**src/rtl/mem_stage.sv**
```systemverilog
// Load/store stage: one outstanding data-memory access, load alignment/extension, store lane masks.
// Optional misaligned-access trap enabled with `define MEM_STAGE_MISALIGN_CHECK_EN.
module mem_stage #(
  parameter int XLEN           = 64,
  parameter int REG_ADDR_WIDTH = 5
) (
  input  logic                      clk,
  input  logic                      rst_n,
  input  logic                      ex_valid,
  output logic                      ex_ready,
  input  logic [XLEN-1:0]           ex_alu_res,
  input  logic [XLEN-1:0]           ex_store_data,
  input  logic [3:0]                ex_mem_op,
  input  logic                      ex_reg_wen,
  input  logic [REG_ADDR_WIDTH-1:0] ex_reg_waddr,
  input  logic                      ex_ebreak,
  output logic                      mem_req_valid,
  input  logic                      mem_req_ready,
  output logic [XLEN-1:0]           mem_req_addr,
  output logic                      mem_req_wen,
  output logic [XLEN-1:0]           mem_req_wdata,
  output logic [7:0]                mem_req_wmask,
  input  logic                      mem_rsp_valid,
  input  logic [XLEN-1:0]           mem_rsp_rdata,
  output logic                      wb_valid,
  input  logic                      wb_ready,
  output logic                      wb_reg_wen,
  output logic [REG_ADDR_WIDTH-1:0] wb_reg_waddr,
  output logic [XLEN-1:0]           wb_wdata,
  output logic                      wb_ebreak,
  output logic                      misalign_err
);

  typedef enum logic [1:0] {IDLE, REQ, RSP} state_t;

  localparam logic [3:0] OP_LB  = 4'd1;
  localparam logic [3:0] OP_LH  = 4'd2;
  localparam logic [3:0] OP_LW  = 4'd3;
  localparam logic [3:0] OP_LD  = 4'd4;
  localparam logic [3:0] OP_LBU = 4'd5;
  localparam logic [3:0] OP_LHU = 4'd6;
  localparam logic [3:0] OP_LWU = 4'd7;
  localparam logic [3:0] OP_SB  = 4'd8;
  localparam logic [3:0] OP_SH  = 4'd9;
  localparam logic [3:0] OP_SW  = 4'd10;
  localparam logic [3:0] OP_SD  = 4'd11;

  function automatic logic op_is_load(input logic [3:0] op);
    return (op >= OP_LB) && (op <= OP_LWU);
  endfunction

  function automatic logic op_is_store(input logic [3:0] op);
    return (op >= OP_SB) && (op <= OP_SD);
  endfunction

  // Access size as log2(bytes)
  function automatic logic [1:0] op_size(input logic [3:0] op);
    case (op)
      OP_LB, OP_LBU, OP_SB: return 2'd0;
      OP_LH, OP_LHU, OP_SH: return 2'd1;
      OP_LW, OP_LWU, OP_SW: return 2'd2;
      default:              return 2'd3;
    endcase
  endfunction

  state_t                    state, state_next;
  logic [3:0]                op_q;
  logic [XLEN-1:0]           addr_q;
  logic [XLEN-1:0]           sdata_q;
  logic [REG_ADDR_WIDTH-1:0] waddr_q;
  logic                      wen_q;
  logic                      ebreak_q;

  logic                      out_free;
  logic                      ex_fire;
  logic                      ex_is_mem;
  logic                      misaligned;
  logic                      bypass;
  logic                      store_q;
  logic [5:0]                shamt;
  logic [7:0]                base_mask;
  logic [XLEN-1:0]           lane;
  logic [XLEN-1:0]           load_data;

  assign out_free  = !wb_valid || wb_ready;
  assign ex_ready  = (state == IDLE) && out_free;
  assign ex_fire   = ex_valid && ex_ready;
  assign ex_is_mem = op_is_load(ex_mem_op) || op_is_store(ex_mem_op);

`ifdef MEM_STAGE_MISALIGN_CHECK_EN
  always_comb begin
    misaligned = 1'b0;
    if (ex_is_mem) begin
      case (op_size(ex_mem_op))
        2'd1:    misaligned = ex_alu_res[0];
        2'd2:    misaligned = |ex_alu_res[1:0];
        2'd3:    misaligned = |ex_alu_res[2:0];
        default: misaligned = 1'b0;
      endcase
    end
  end

  always_ff @(posedge clk or negedge rst_n) begin
    if (!rst_n) misalign_err <= 1'b0;
    else        misalign_err <= ex_fire && misaligned;
  end
`else
  assign misaligned   = 1'b0;
  assign misalign_err = 1'b0;
`endif

  // Non-memory ops and trapped misaligned accesses skip the bus entirely
  assign bypass = ex_fire && (!ex_is_mem || misaligned);

  always_ff @(posedge clk or negedge rst_n) begin
    if (!rst_n) state <= IDLE;
    else        state <= state_next;
  end

  always_comb begin
    state_next = state;
    unique case (state)
      IDLE:    if (ex_fire && ex_is_mem && !misaligned) state_next = REQ;
      REQ:     if (mem_req_ready) state_next = RSP;
      RSP:     if (mem_rsp_valid) state_next = IDLE;
      default: state_next = IDLE;
    endcase
  end

  assign store_q = op_is_store(op_q);
  assign shamt   = {addr_q[2:0], 3'b000};

  always_comb begin
    base_mask = 8'h00;
    case (op_size(op_q))
      2'd0:    base_mask = 8'h01;
      2'd1:    base_mask = 8'h03;
      2'd2:    base_mask = 8'h0F;
      default: base_mask = 8'hFF;
    endcase
  end

  // Request fields come straight from the latched op, so they stay stable through a stall
  assign mem_req_valid = (state == REQ);
  assign mem_req_addr  = {addr_q[XLEN-1:3], 3'b000};
  assign mem_req_wen   = store_q;
  assign mem_req_wdata = store_q ? (sdata_q << shamt) : '0;
  assign mem_req_wmask = store_q ? (base_mask << addr_q[2:0]) : 8'h00;

  assign lane = mem_rsp_rdata >> shamt;

  always_comb begin
    load_data = lane;
    case (op_q)
      OP_LB:   load_data = {{(XLEN-8){lane[7]}}, lane[7:0]};
      OP_LH:   load_data = {{(XLEN-16){lane[15]}}, lane[15:0]};
      OP_LW:   load_data = {{(XLEN-32){lane[31]}}, lane[31:0]};
      OP_LBU:  load_data = {{(XLEN-8){1'b0}}, lane[7:0]};
      OP_LHU:  load_data = {{(XLEN-16){1'b0}}, lane[15:0]};
      OP_LWU:  load_data = {{(XLEN-32){1'b0}}, lane[31:0]};
      OP_LD:   load_data = lane;
      default: load_data = lane;
    endcase
  end

  always_ff @(posedge clk or negedge rst_n) begin
    if (!rst_n) begin
      op_q         <= 4'd0;
      addr_q       <= '0;
      sdata_q      <= '0;
      waddr_q      <= '0;
      wen_q        <= 1'b0;
      ebreak_q     <= 1'b0;
      wb_valid     <= 1'b0;
      wb_reg_wen   <= 1'b0;
      wb_reg_waddr <= '0;
      wb_wdata     <= '0;
      wb_ebreak    <= 1'b0;
    end else begin
      if (wb_valid && wb_ready) wb_valid <= 1'b0;
      if (bypass) begin
        wb_valid     <= 1'b1;
        wb_reg_wen   <= ex_reg_wen && !ex_is_mem && (ex_reg_waddr != '0);
        wb_reg_waddr <= ex_reg_waddr;
        wb_wdata     <= ex_alu_res;
        wb_ebreak    <= ex_ebreak;
      end else if (ex_fire) begin
        op_q     <= ex_mem_op;
        addr_q   <= ex_alu_res;
        sdata_q  <= ex_store_data;
        waddr_q  <= ex_reg_waddr;
        wen_q    <= ex_reg_wen;
        ebreak_q <= ex_ebreak;
      end else if (state == RSP && mem_rsp_valid) begin
        // Output register is always empty here: it had to be free when the op was accepted
        wb_valid     <= 1'b1;
        wb_reg_wen   <= wen_q && !store_q && (waddr_q != '0);
        wb_reg_waddr <= waddr_q;
        wb_wdata     <= store_q ? '0 : load_data;
        wb_ebreak    <= ebreak_q;
      end
    end
  end

endmodule
```
**config.mk**
```make
export PLATFORM = sky130hd
export DESIGN_NAME = mem_stage
export DESIGN_NICKNAME = d
export VERILOG_FILES = /design/src/rtl/mem_stage.sv
export SDC_FILE = /design/constraint.sdc
export NUM_CORES = 1
export LEC_CHECK = 0
export BUFFER_PORTS_ARGS = -buffer_cell sky130_fd_sc_hd__buf_2
export CAP_MARGIN = 20
export CORE_UTILIZATION = 35
export CTS_CLUSTER_SIZE = 10
export DETAILED_ROUTE_END_ITERATION = 7
export HOLD_SLACK_MARGIN = 0.02
export PLACE_DENSITY = 0.69
export RECOVER_POWER = 50
export SLEW_MARGIN = 20
export SYNTH_ARGS = -nofsm -noshare
export SYNTH_HDL_FRONTEND = slang
export SYNTH_SLANG_ARGS = --single-unit
export TNS_END_PERCENT = 100
```
**constraint.sdc**
```tcl
create_clock -name clk -period 2.3 [get_ports clk]
set_input_delay 0.46 -clock clk [delete_from_list [all_inputs] [get_ports clk]]
set_output_delay 0.46 -clock clk [all_outputs]
set_load 0.1 [all_outputs]
```
== After elaboration in Yosys (flattened, before gate mapping) ==
Memories as Yosys holds them, arrays and structs flattened.
Index checks and enable logic that the tools add are counted.
Operators by class
  $add $sub $neg: 0
  $mul: 0
  divide/modulo/power cells: 0
  magnitude comparators: 6
  eq/ne operators: 14
  shift operators: 3
  muxes and demuxes: 25
  bitwise logic cells: 1
  reductions and logical operators: 26
Operators by type and width (number)
  $pmux 64 s6: 1
  $mux 64: 5
  $shl 64x6->64: 1
  $shr 64x6->64: 1
  $pmux 8 s3: 1
  $mux 5: 3
  $logic_and 1x1->1: 13
  $eq 4x3->1 const B: 3
  $mux 1: 10
  $reduce_bool 5->1: 2
  $eq 4x2->1 const B: 2
  $ge 4x4->1 const B: 2
  $le 4x4->1 const B: 2
  $mux 8: 1
  $shl 8x3->8: 1
  $mux 2: 3
  $ne 2x1->1 const B: 3
  $pmux 2 s3: 1
  $eq 2x1->1 const B: 2
  $eq 2x2->1 const B: 2
  $eq 4x1->1 const B: 1
  $ge 4x1->1 const B: 1
  $le 4x3->1 const B: 1
  $logic_not 2->1: 2
  7 further kinds: 11
Word-level totals
  register bits: 213
  latch bits: 0
  bits in writable memories: 0
  ROM bits: 32
  output and inout port bits: 212
  logic and storage cells: 88
  memories: 1
Memory list
  (name not given): depth 16, bits a word 2, rd ports 1, clocked after memory_dff 0, write ports 0, RTL line 58  | case (op)

== Logic depth before layout (Yosys ltp) ==
  word-level depth: 8
  mapped depth: 9
  depth with buffers taken out: 7

== Least setup slack after synthesis ==
No wires, ideal clock.
  path kind: reg-to-output
  start point: register op_q[3]
  end point: output port mem_req_wmask[6]
  arrival: 3972 ps
  data required time: 1840 ps
  setup slack: -2132 ps
  stages on the path, launching flop included: 7
  buffers on the path: 0
  cell sequence: dfrtp_1 -> nand2b_1 -> inv_1 -> a21oi_1 -> a21o_1 -> a21oi_1 -> a211oi_1
Between the ends
  elaborated cells between the ends (all ways): 10
  those cells by class: order compare (2); eq/ne (2); shift (1); mux (2); reduce/logical (2); memory (1)
RTL lines
  start: declaration: RTL line 67  | logic [3:0] op_q;
  start signal: assignment: RTL line 188  | op_q <= ex_mem_op;
  $ge 4x4->1 / $le 4x4->1 (equally long branches): RTL line 53  | return (op >= OP_SB) && (op <= OP_SD);
  $logic_and 1x1->1 (*): RTL line 53
  named net mem_req_wen: RTL line 20  | output logic mem_req_wen,
  $mux 8 (*): RTL line 148  | assign mem_req_wmask = store_q ? (base_mask << addr_q[2:0]) : 8'h00;
  end: declaration: RTL line 22  | output logic [7:0] mem_req_wmask,
Mark *: on every way through the listed nets, which the timed path passes. The rest lies on a longest branch.

== Final worst setup path ==
  start point: register addr_q[0]
  end point: output port mem_req_wdata[49]
Between the ends
  cells in the longest elaborated chain, start to end: 2
Ends and longest elaborated chain
  start: declaration: RTL line 68  | logic [XLEN-1:0] addr_q;
  start signal: assignment: RTL line 189  | addr_q <= ex_alu_res;
  $shl 64x6->64: RTL line 147  | assign mem_req_wdata = store_q ? (sdata_q << shamt) : '0;
  $mux 64: RTL line 147
  end: declaration: RTL line 21  | output logic [XLEN-1:0] mem_req_wdata,
No other way between the ends.

==> impl_metrics.env <==
export IMPL_status="complete, but fails checks"
export IMPL_violations="max-capacitance violations, max-slew violations, negative setup slack"
export IMPL_ys_top_cells_by_area="dfrtp_1 (40%), mux2_2 (13%), mux2i_1 (7.6%)"
export IMPL_antenna_found_initial=16
export IMPL_yosys_top_cells_count="dfrtp_1 (213), mux2_2 (155), nand2_1 (115)"
export IMPL_r2r_setup_slack_ns=-0.53
export IMPL_yosysTopAreaCell="dfrtp_1"
export IMPL_synth_top_area_frac=0.401
export IMPL_drtPass1Iterations=5
export IMPL_dpl_worst_slack_ns=-0.232
export IMPL_instances_no_fill=2376
export IMPL_ys_seq_area_frac=0.401
export IMPL_post_drt_wl_per_cell_um=24.4
export IMPL_multi_input_area_um2=8430
export IMPL_required_ns=1.84
export IMPL_via_count=12900
export IMPL_fin_util=0.561
export IMPL_gp_congestion=0.951
export IMPL_yosysMostFrequentCell="dfrtp_1"
export IMPL_final_nets=2059
export IMPL_reg2reg_depth=11
export IMPL_regArea_um2=5340
export IMPL_maxSlewViolCount=60
export IMPL_maxCapViolCount=1
export IMPL_period_share=1.25
export IMPL_dpl_hpwl_mm=42.6
export IMPL_hold_path_cell_count=3
export IMPL_slew_headroom=-0.243
export IMPL_fill_cells=3202
export IMPL_cts_buffers=28
export IMPL_cp_max_fo=5
export IMPL_arrival_ns=2.42
export IMPL_initial_core_util=0.355
export IMPL_syn_to_final_growth_pct=58.0
export IMPL_period_minus_slack_ns=2.88
export IMPL_synth_edf_count=0
export IMPL_avgSynthCellArea_um2=9.76
export IMPL_worstSetupStartpointType="flip-flop"
export IMPL_drc=0
export IMPL_synth_cell_types=56
export IMPL_viasPerCell=5.44
export IMPL_crit_type="flip-flop to output pin"
export IMPL_startpoint="addr_q[0]"
export IMPL_grt_usage=0.283
export IMPL_tritoncts="yes"
export IMPL_setup_ws_ns=-0.575
export IMPL_grt_remaining_overflow=0
export IMPL_grt_start_max_net_pins=68
export IMPL_synth_ff_type="dfrtp_1"
export IMPL_io_buffers=416
export IMPL_clkTransAtPathRegs_ns=0.06
export IMPL_cts_root_buffer_cell="clkbuf_16"
export IMPL_worst_setup_path_end_kind="output pin"
export IMPL_rr_endpoint="wb_wdata[29]"
export IMPL_max_freq_mhz=348
export IMPL_drt_wl_total_mm=57.9
export IMPL_postRouteAntennaNets=0
export IMPL_ys_ff_latch=213
export IMPL_dieWidth_um=197
export IMPL_hold_start="ex_alu_res[1]"
export IMPL_drtIter0Drc=844
export IMPL_hold_viol=0
export IMPL_die_y_um=197
export IMPL_grt_pass1_wl_mm=82.3
export IMPL_htreeDepth=1
export IMPL_syn_area_um2=13300
export IMPL_hold_path_class="input pin to flip-flop"
export IMPL_rsz0062_at_grt="yes"
export IMPL_whs_ns=0.139
export IMPL_synth_async_reset_ratio=1.00
export IMPL_core_region_area_um2=37500
export IMPL_dieArea_um2=38800
export IMPL_clk_latency_ns=0.56
export IMPL_first_global_vias=13100
export IMPL_dp_cells=2265
export IMPL_clk_path_buf_depth=3
export IMPL_r2r_start="addr_q[0]"
export IMPL_min_to="addr_q[1]"
export IMPL_rows=71
export IMPL_cts_sinks=213
export IMPL_synth_cells=1362
export IMPL_finalSetupViolCount=129
export IMPL_drive_above_1_share=0.586
export IMPL_yosys_warnings=0
export IMPL_io_pin_count=421
export IMPL_worst_slew_pin_slew_ns=1.86
export IMPL_skew_ns=0.0214
==> logic make-up (layout without fill, tap and decap cells) <==
kind of cell / after synthesis / after routing / share of synthesized area
flops: 213 / 213 / 0.401
buf+inv: 214 / 707 / 0.0850
compound gates: 271 / 271 / 0.127
simple gates: 379 / 380 / 0.137
other cells: 1 / 10 / 0.000282
fa+ha+maj: 4 / 4 / 0.00376
mux: 280 / 280 / 0.247
==> critical path, cell delays in order (launching register included) <==
cell,delay (ns)
dfrtp_4,0.50
buf_12,0.16
buf_8,0.14
buf_6,0.13
buf_12,0.12
mux2i_4,0.18
o21ai_2,0.20
mux2i_2,0.12
nor2_4,0.12
buf_12,0.18
==> per-layer routing <==
metal  routed length [um]  GRT usage
met1                22000      0.334
met2                29300      0.505
met3                 4590     0.0700
met4                 1890     0.0861
met5                  141          0
==> final cells by class <==
class,count,share of cell area
Sequential cell,213,0.254
Timing Repair Buffer,625,0.265
Inverter,39,0.00726
Tap cell,511,0.0304
Clock buffer,37,0.0379
Antenna cell,6,0.000715
Clock inverter,6,0.00292
Multi-Input combinational cell,939,0.401
==> registers in the layout, indices dropped and copies added (netlist names) <==
| register | count |
|---|---|
| wb_reg_waddr | 5 |
| wb_wdata | 64 |
| wb_reg_wen | 1 |
| wb_ebreak | 1 |
| wb_valid | 1 |
| op_q | 4 |
| wen_q | 1 |
| addr_q | 64 |
| state | 2 |
| ebreak_q | 1 |
| sdata_q | 64 |
| waddr_q | 5 |
==> per-stage QoR <==
stage                     area [um^2]  TNS (ns)
after floorplan                 13900    -10.82
after global placement          17900    -0.876
after detailed placement        17900     -1.15
after CTS                       20000    -43.07
after global routing            21000    -62.92
final                           21000    -51.40
==> worst max path at each step <==
| stage | endpoint | slack [ns] | cells after the start |
|---|---|---|---|
| 2_1_floorplan | mem_req_wmask[6] | -0.66 | 6 |
| 3_3_place_gp | wb_wdata[11] | -0.19 | 7 |
| 3_5_place_dp | wb_wdata[11] | -0.23 | 7 |
| 4_1_cts | mem_req_wdata[59] | -0.57 | 6 |
| 5_1_grt | mem_req_wdata[49] | -0.65 | 9 |
| 6_report | mem_req_wdata[49] | -0.58 | 9 |
==> cell usage in the layout (no fill, tap or decap), drive strengths merged, types with 4 or more instances in the layout <==
cell	n
mux2	157
and3	20
dfrtp	213
nand4	21
mux4	22
o32a	8
o21ai	76
a32o	8
nor2	88
or2	4
a2bb2oi	7
inv	39
a211oi	46
mux2i	101
conb	4
diode	6
clkbuf	89
nand3	23
nor2b	32
nand2b	5
nor3	41
and2	26
a21oi	94
a22oi	10
buf	570
ha	4
nand2	116
==> repair_timing <==
item / CTS / global route
endpoints found under the hold margin: 53 / 0
hold buffers: 1 / 0
resized for setup: 178 / 178
setup buffers: 35 / 21
pin swaps: 39 / 60
cloned: 8 / 9
setup endpoints to repair: 115 / 128
Power is left out: the tool's default activity adds up to more than one toggle a clock period on the data nets, which glitch-free logic cannot reach.
